**src/rtl/wb_pkg.sv**
```systemverilog
`default_nettype none
// ============================================================================
//  Module  : wb_pkg
//  Brief   : Shared widths, source-select encodings and arbiter state type
//            for the register-file writeback port arbiter.
//  Rev     : 1.0  initial release
// ============================================================================
package wb_pkg;

    localparam int c_addr_w = 5;
    localparam int c_data_w = 32;
    localparam int c_cnt_w  = 4;

    localparam logic c_src_a = 1'b0;
    localparam logic c_src_b = 1'b1;

    typedef enum logic [0:0] {
        PRIO_A = 1'b0,
        PRIO_B = 1'b1
    } arb_state_t;

endpackage
`default_nettype wire

```
**src/rtl/wb_starve_ctr.sv**
```systemverilog
`default_nettype none
// ============================================================================
//  Module  : wb_starve_ctr
//  Brief   : Saturating stall counter with clear; flags the cycle on which
//            the count lands on LIMIT.
//  Rev     : 1.0  initial release
// ============================================================================
module wb_starve_ctr
    import wb_pkg::*;
#(
    parameter int LIMIT = 4
) (
    input  logic clk,
    input  logic resetn,
    input  logic i_clr,
    input  logic i_inc,
    output logic o_at_limit
);

    localparam logic [c_cnt_w-1:0] c_limit = c_cnt_w'(LIMIT);

    logic [c_cnt_w-1:0] r_count;
    logic [c_cnt_w-1:0] w_count_nxt;

    always_comb begin
        w_count_nxt = r_count;
        if (i_clr) begin
            w_count_nxt = '0;
        end else if (i_inc && (r_count != c_limit)) begin
            w_count_nxt = r_count + c_cnt_w'(1);
        end
    end

    always_ff @(posedge clk or negedge resetn) begin
        if (!resetn) begin
            r_count <= '0;
        end else begin
            r_count <= w_count_nxt;
        end
    end

    // Looks at the next value so promotion takes effect on the following cycle.
    assign o_at_limit = (w_count_nxt == c_limit);

endmodule
`default_nettype wire

```
**src/rtl/wb_port_arbiter.sv**
```systemverilog
`default_nettype none
// ============================================================================
//  Module  : wb_port_arbiter
//  Brief   : Arbitrates the single register-file write port between the
//            pipeline WB stage (A) and the out-of-band result return (B).
//            Optional WB_ARB_PERF_EN adds B stall / squash event counters.
//  Rev     : 1.0  initial release
// ============================================================================
module wb_port_arbiter
    import wb_pkg::*;
#(
    parameter int DATA_W       = c_data_w,
    parameter int ADDR_W       = c_addr_w,
    parameter int STARVE_LIMIT = 4
) (
    input  logic              clk,
    input  logic              resetn,
    input  logic              a_valid,
    input  logic [ADDR_W-1:0] a_addr,
    input  logic [DATA_W-1:0] a_data,
    output logic              a_ready,
    input  logic              b_valid,
    input  logic [ADDR_W-1:0] b_addr,
    input  logic [DATA_W-1:0] b_data,
    output logic              b_ready,
    output logic              b_squash,
`ifdef WB_ARB_PERF_EN
    output logic [31:0]       perf_b_stall,
    output logic [31:0]       perf_b_squash,
`endif
    output logic              rf_we,
    output logic [ADDR_W-1:0] rf_waddr,
    output logic [DATA_W-1:0] rf_wdata,
    output logic              rf_sel
);

    arb_state_t        r_state;
    logic              r_rf_we;
    logic [ADDR_W-1:0] r_rf_waddr;
    logic [DATA_W-1:0] r_rf_wdata;
    logic              r_rf_sel;

    logic w_grant_a;
    logic w_grant_b;
    logic w_squash;
    logic w_b_stall;
    logic w_cnt_clr;
    logic w_at_limit;

    // A squash only arises when A wins, so B (older) never lands after A (newer).
    always_comb begin
        w_grant_a = 1'b0;
        w_grant_b = 1'b0;
        w_squash  = 1'b0;
        if (resetn) begin
            if ((r_state == PRIO_B) && b_valid) begin
                w_grant_b = 1'b1;
            end else if (a_valid) begin
                w_grant_a = 1'b1;
                w_squash  = (r_state == PRIO_A) && b_valid &&
                            (a_addr == b_addr) && (a_addr != '0);
            end else if (b_valid) begin
                w_grant_b = 1'b1;
            end
        end
    end

    assign a_ready   = w_grant_a;
    assign b_ready   = w_grant_b | w_squash;
    assign b_squash  = w_squash;
    assign w_b_stall = resetn && b_valid && !b_ready;
    assign w_cnt_clr = (b_valid && b_ready) || ((r_state == PRIO_B) && !b_valid);

    wb_starve_ctr #(
        .LIMIT (STARVE_LIMIT)
    ) u_starve_ctr (
        .clk        (clk),
        .resetn     (resetn),
        .i_clr      (w_cnt_clr),
        .i_inc      (w_b_stall),
        .o_at_limit (w_at_limit)
    );

    always_ff @(posedge clk or negedge resetn) begin
        if (!resetn) begin
            r_state    <= PRIO_A;
            r_rf_we    <= 1'b0;
            r_rf_waddr <= '0;
            r_rf_wdata <= '0;
            r_rf_sel   <= c_src_a;
        end else begin
            case (r_state)
                PRIO_A:  if (w_at_limit) r_state <= PRIO_B;
                PRIO_B:  r_state <= PRIO_A;
                default: r_state <= PRIO_A;
            endcase

            // Register 0 is hardwired: the slot is consumed but never written.
            if (w_grant_a) begin
                r_rf_we    <= (a_addr != '0);
                r_rf_waddr <= a_addr;
                r_rf_wdata <= a_data;
                r_rf_sel   <= c_src_a;
            end else if (w_grant_b) begin
                r_rf_we    <= (b_addr != '0);
                r_rf_waddr <= b_addr;
                r_rf_wdata <= b_data;
                r_rf_sel   <= c_src_b;
            end else begin
                r_rf_we    <= 1'b0;
            end
        end
    end

    assign rf_we    = r_rf_we;
    assign rf_waddr = r_rf_waddr;
    assign rf_wdata = r_rf_wdata;
    assign rf_sel   = r_rf_sel;

`ifdef WB_ARB_PERF_EN
    logic [31:0] r_perf_stall;
    logic [31:0] r_perf_squash;

    always_ff @(posedge clk or negedge resetn) begin
        if (!resetn) begin
            r_perf_stall  <= '0;
            r_perf_squash <= '0;
        end else begin
            r_perf_stall  <= r_perf_stall  + 32'(w_b_stall);
            r_perf_squash <= r_perf_squash + 32'(w_squash);
        end
    end

    assign perf_b_stall  = r_perf_stall;
    assign perf_b_squash = r_perf_squash;
`endif

endmodule
`default_nettype wire
```
**config.mk**
```make
export PLATFORM = sky130hd
export DESIGN_NAME = wb_port_arbiter
export DESIGN_NICKNAME = d
export VERILOG_FILES = /design/src/rtl/wb_pkg.sv /design/src/rtl/wb_starve_ctr.sv /design/src/rtl/wb_port_arbiter.sv
export SDC_FILE = /design/constraint.sdc
export NUM_CORES = 1
export LEC_CHECK = 0
export BUFFER_PORTS_ARGS = -buffer_cell sky130_fd_sc_hd__buf_2
export CAP_MARGIN = 20
export CORE_ASPECT_RATIO = 1.75
export CORE_MARGIN = 4
export CORE_UTILIZATION = 35
export CTS_CLUSTER_SIZE = 20
export DETAILED_ROUTE_END_ITERATION = 12
export PLACE_DENSITY = 0.78
export REMOVE_ABC_BUFFERS = 1
export SETUP_SLACK_MARGIN = 0.1
export SYNTH_ARGS = -nofsm -noshare
export SYNTH_HDL_FRONTEND = slang
export SYNTH_SLANG_ARGS = --single-unit
export TNS_END_PERCENT = 100
```
**constraint.sdc**
```tcl
create_clock -name clk -period 4.7 [get_ports clk]
set_clock_uncertainty 0.2 [all_clocks]
set_input_delay 1.41 -clock clk [delete_from_list [all_inputs] [get_ports clk]]
set_output_delay 1.41 -clock clk [all_outputs]
set_load 0.1 [all_outputs]
```
* Yosys cells after proc, flatten, opt, wreduce, memory -nomap -nowiden *
Index checks and enable logic that the tools add are counted.

word-level totals
  bits in registers = 44
  bits in latches = 0
  memory bits (writable) = 0
  ROM bits = 0
  bits of input ports = 78
  output and inout port bits = 42
  word-level logic and storage cells = 49
  memories = 0

operators by class
  add/subtract/negate cells = 1
  multiply operators = 0
  divide/modulo/power cells = 0
  order comparisons = 0
  equality and inequality tests = 3
  shift-type cells = 0
  muxes and demuxes = 22
  bitwise operators = 2
  reduce and logical (&&, ||, !) cells = 15

operators by type and width
  kind                   number
  $mux W32               2
  $mux W1                15
  $mux W5                2
  $reduce_bool A5 Y1     2
  $logic_and A1 B1 Y1    9
  $mux W4                2
  $eq A5 B5 Y1           1
  $add A4 B1 Y4 const B  1
  $eq A4 B3 Y1 const B   1
  $ne A4 B3 Y1 const B   1
  $logic_not A1 Y1       2
  $pmux W1 S2            1
  $reduce_bool A2 Y1     1
  $logic_or A1 B1 Y1     1
  $not A1 Y1             1
  $or A1 B1 Y1           1

* Longest topological paths before layout *
  depth in word-level cells = 16
  gate-level depth with buffers = 6
  depth with buffers taken out = 6

* Modules after synthesis *
From an unflattened synthesis, not the netlist that was laid out.

second synthesis, totals
  cell total of the unflattened synthesis = 180
  area, all modules = 1,984.4 um^2

by module, submodules not included
  module           instances  cells an instance  area an instance (um^2)  sequential area each (um^2)
  wb_port_arbiter  1          151                1,719.1                  1,001.0
  wb_starve_ctr    1          29                 265.3                    100.1

* Least setup slack after synthesis *
OpenSTA, ideal clock, no wires.

  path kind = input port to output port
  from = input port b_addr[4]
  to = output port b_ready
  data arrival time = 3.223 ns
  data required time = 3.090 ns
  path slack = -0.133 ns
  cell stages on the path = 4
  buffers on the path = 0
  cell sequence = xor2_1 > nor4_1 > o2111a_2 > or2_1

between the ends
  cells in the longest elaborated chain, start to end = 7

ends and longest elaborated chain
  item                 RTL line               RTL
  start: declaration   wb_port_arbiter.sv:23  input logic [ADDR_W-1:0] b_addr,
  $eq A5 B5 Y1         wb_port_arbiter.sv:61  (a_addr == b_addr) && (a_addr != '0);
  $logic_and A1 B1 Y1  wb_port_arbiter.sv:60  w_squash = (r_state == PRIO_A) && b_valid &&
  $logic_and A1 B1 Y1  wb_port_arbiter.sv:61
  $mux W1              wb_port_arbiter.sv:58  end else if (a_valid) begin
  $mux W1              wb_port_arbiter.sv:56  if ((r_state == PRIO_B) && b_valid) begin
  $mux W1              wb_port_arbiter.sv:55  if (resetn) begin
  net b_squash         wb_port_arbiter.sv:26  output logic b_squash,
  $or A1 B1 Y1         wb_port_arbiter.sv:69  assign b_ready = w_grant_b | w_squash;
  end: declaration     wb_port_arbiter.sv:25  output logic b_ready,

The timed path passes the listed nets, and every way through them passes these cells.

* Final worst setup path *
  from = input port a_addr[1]
  to = output port b_ready

between the ends
  cells in the longest elaborated chain, start to end = 7
  elaborated cells on any way between the ends = 8
  classes of those cells = 1 x eq/ne; 3 x mux; 1 x bitwise; 3 x reduce/logical

ends and longest elaborated chain
  item                   RTL line               RTL
  start: declaration     wb_port_arbiter.sv:19  input logic [ADDR_W-1:0] a_addr,
  $eq A5 B5 Y1           wb_port_arbiter.sv:61
  $logic_and A1 B1 Y1    wb_port_arbiter.sv:60
  $logic_and A1 B1 Y1 *  wb_port_arbiter.sv:61
  $mux W1 *              wb_port_arbiter.sv:58
  $mux W1 *              wb_port_arbiter.sv:56
  $mux W1 *              wb_port_arbiter.sv:55
  $or A1 B1 Y1 *         wb_port_arbiter.sv:69

Every way passes the cells marked *; elsewhere a longest branch is shown, timed or not.

==> results.ini <==
[sta]
relSlewSlack_pct=41.6
setup_violations=0
hold_ws_ns=0.297
fmax_mhz=227
fin_setup_tns_ns=0
worst_pin_slew_ns=0.876
fin_crit_sh_pct=93.6
finalHoldViolations=0
rsz0062_at_grt=no
drv_slew=0
fin_crit_ns=4.40

[floorplan]
dieWidth_um=64.8
start_util_pct=36.7
rows=35
core-area_sq_um=5390
die_area_sq_um=6950
die_h_um=107
io_pins=120

[placed_design]
dp_cells=364
port_buffers=119
gp_congestion=0.862
dpl.hpwl_um=4550

[worst_setup_path]
crit_fanout=3
max_stage_delay_ns=0.54
critPathLaunchType=input pin
crit_type=in -> out
end_kind=primary output
crit_slowest_cell=or4_4
critPathBufInv=2
rr_endpoint=u_starve_ctr.r_count[3]$_DFF_PN0_
crit_family=simple AND/OR/NAND/NOR gates
worstPathCellList=buf_2, or4_4, o2111a_2, or2_1, buf_12
r2r_setup_slack_ns=2.69
reg2reg_depth=5
reg2reg_from=u_starve_ctr.r_count[0]$_DFF_PN0_
cp.required_ns=3.09
cp.arrival_ns=2.79

[yosys]
ys_types=28
yosys_warnings=0
synth_common_cells=44 x dfrtp_1, 41 x inv_1, 37 x a222oi_1
synth_flop_cell=dfrtp_1
netlist_area_sq_um=1970
synth_area_per_cell_sq_um=11.2
synth_largest_area_cell=dfrtp_1
synthCells=177
synth_enable_flop_cells=0
seq_area_frac_synth_pct=55.8
synth-seq-cells=44
synth.most_common_cell=dfrtp_1
yosysTopAreaCellShare_pct=55.8
async_flop_share_pct=100
synth.area.top_cells=dfrtp_1 56%, a222oi_1 19%, inv_1 7.8%, clkbuf_1 2.1%, nor4_1 1.9%

[drt]
wire_per_inst_um=16.2
first_iter_violations=274
vias_per_cell=5.32
wirelength_um=6040
ant_nets=0
firstDrtPassIters=6
vias=1983
drc=0

[grt]
grt_pass1_wl_um=9360
grt_use_total_pct=17.2
antenna_found_initial=1
grt_use_met3_pct=3.97
busiest_layer=met2
globalRouteOverflowTotal=0
grt_start_max_net_pins=47
met1_usage_pct=16.6
grt_pass1_vias=2058
use_met2_pct=32.0

[cts]
cts.path.max_buffers=2
ctsResizeCount=0
cts_root_buffer=clkbuf_8
postCtsSetupBuffers=0
cts_max_level=2
clock_latency_ns=0.29
cts_hold_buf=0
cts_tree=yes
cts_buffers=5
clock-sinks=44
path_clk_slew_ns=0.08

[flow_run]
cap_viol_max_count=0

[worst_hold_path]
worstHoldStart=rf_waddr[2]$_DFFE_PN0P_
whs_path_depth=2
min-delay-path-class=reg -> reg
hold_end=rf_waddr[2]$_DFFE_PN0P_

[power]
power.leakage_nw=1.58
p_per_area_nw_per_um2=524
power_w=0.00149
ir_worst_vdd_mv=0.231

[run_status]
status=complete, no violations

[finish]
stdcell_count=373
final_nets=377
area_growth_pct=44.4
drive_above_1_share_pct=46.0

## cell usage in the layout, fill, tap and decap left out, drive strengths merged
cell type / count
o21ai: 6
buf: 124
mux2i: 1
clkinv: 1
nand3: 2
nor4: 6
a21oi: 2
nand2: 3
xnor2: 2
dfrtp: 44
bufinv: 1
xor2: 4
nor2: 2
or2: 1
nor3: 1
ha: 2
o2111a: 1
and3: 2
clkbuf: 6
o21bai: 1
and3b: 1
or4: 3
a21o: 1
diode: 1
nand2b: 1
inv: 41
o211ai: 1
o211a: 1
a222oi: 37
## tightest hold or removal path, cell delays in order (launching register included)
cell and delay (ns):
dfrtp_1 0.35, a222oi_1 0.07, inv_1 0.05
## area by class of cell
| class | count | area, sq um |
|---|---|---|
| Antenna cell | 1 | 2.50 |
| Clock buffer | 6 | 82.6 |
| Clock inverter | 2 | 38.8 |
| Fill cell | 516 | 2540 |
| Inverter | 41 | 154 |
| Multi-Input combinational cell | 81 | 701 |
| Sequential cell | 44 | 1100 |
| Tap cell | 74 | 92.6 |
| Timing Repair Buffer | 124 | 678 |
## metal layers
metal / part of all wire [%] / wire length [um] / up-vias
li1: - / - / 914
met4: 4.4 / 265 / 0
met1: 33 / 1990 / 961
met2: 56 / 3400 / 93
met3: 6.4 / 385 / 15
met5: 0 / 0 / -
## report_power, final
part	internal (W)	switching (W)
clock	0.000174	0.000125
sequential	0.000447	0.0000452
combinational	0.000143	0.000560
total	0.000764	0.000730
## cells by family after synthesis
logic type / Yosys count / synth area share, %
xor gates and xnor gates: 6 / 2.66
muxes: 1 / 0.507
adders and majority gates: 2 / 1.27
AOI/OAI and AO/OA: 50 / 23.3
DFF: 44 / 55.8
and+or+nand+nor: 22 / 6.65
buffers and inverters: 52 / 9.89
## how the worst max path moves through the flow
stage | slack, ns | startpoint | to | cells after the start
5_1_grt | 0.27 | a_addr[1] | b_ready | 5
6_report | 0.30 | a_addr[1] | b_ready | 5
2_1_floorplan | -2.95 | a_valid | b_ready | 4
4_1_cts | 0.30 | a_addr[1] | b_ready | 5
3_5_place_dp | 0.30 | a_addr[1] | b_ready | 5
3_3_place_gp | 0.32 | a_addr[1] | b_ready | 5
## metrics by stage
step           worst slack (ns)  instance area (sq um)  util [%]
6_report                  0.301                   2850      52.9
3_5_place_dp              0.299                   2730      50.6
3_3_place_gp              0.316                   2730      50.6
2_1_floorplan             -2.95                   1930         -
4_1_cts                   0.295                   2850      52.9
5_1_grt                   0.273                   2850      52.9
## flip-flops by register name, summed over array words and instances (netlist names)
| signal | count |
|---|---|
| rf_we | 1 |
| rf_sel | 1 |
| rf_waddr | 5 |
| rf_wdata | 32 |
| r_state | 1 |
| u_starve_ctr.r_count | 4 |
(Power assumes the default switching activity.)
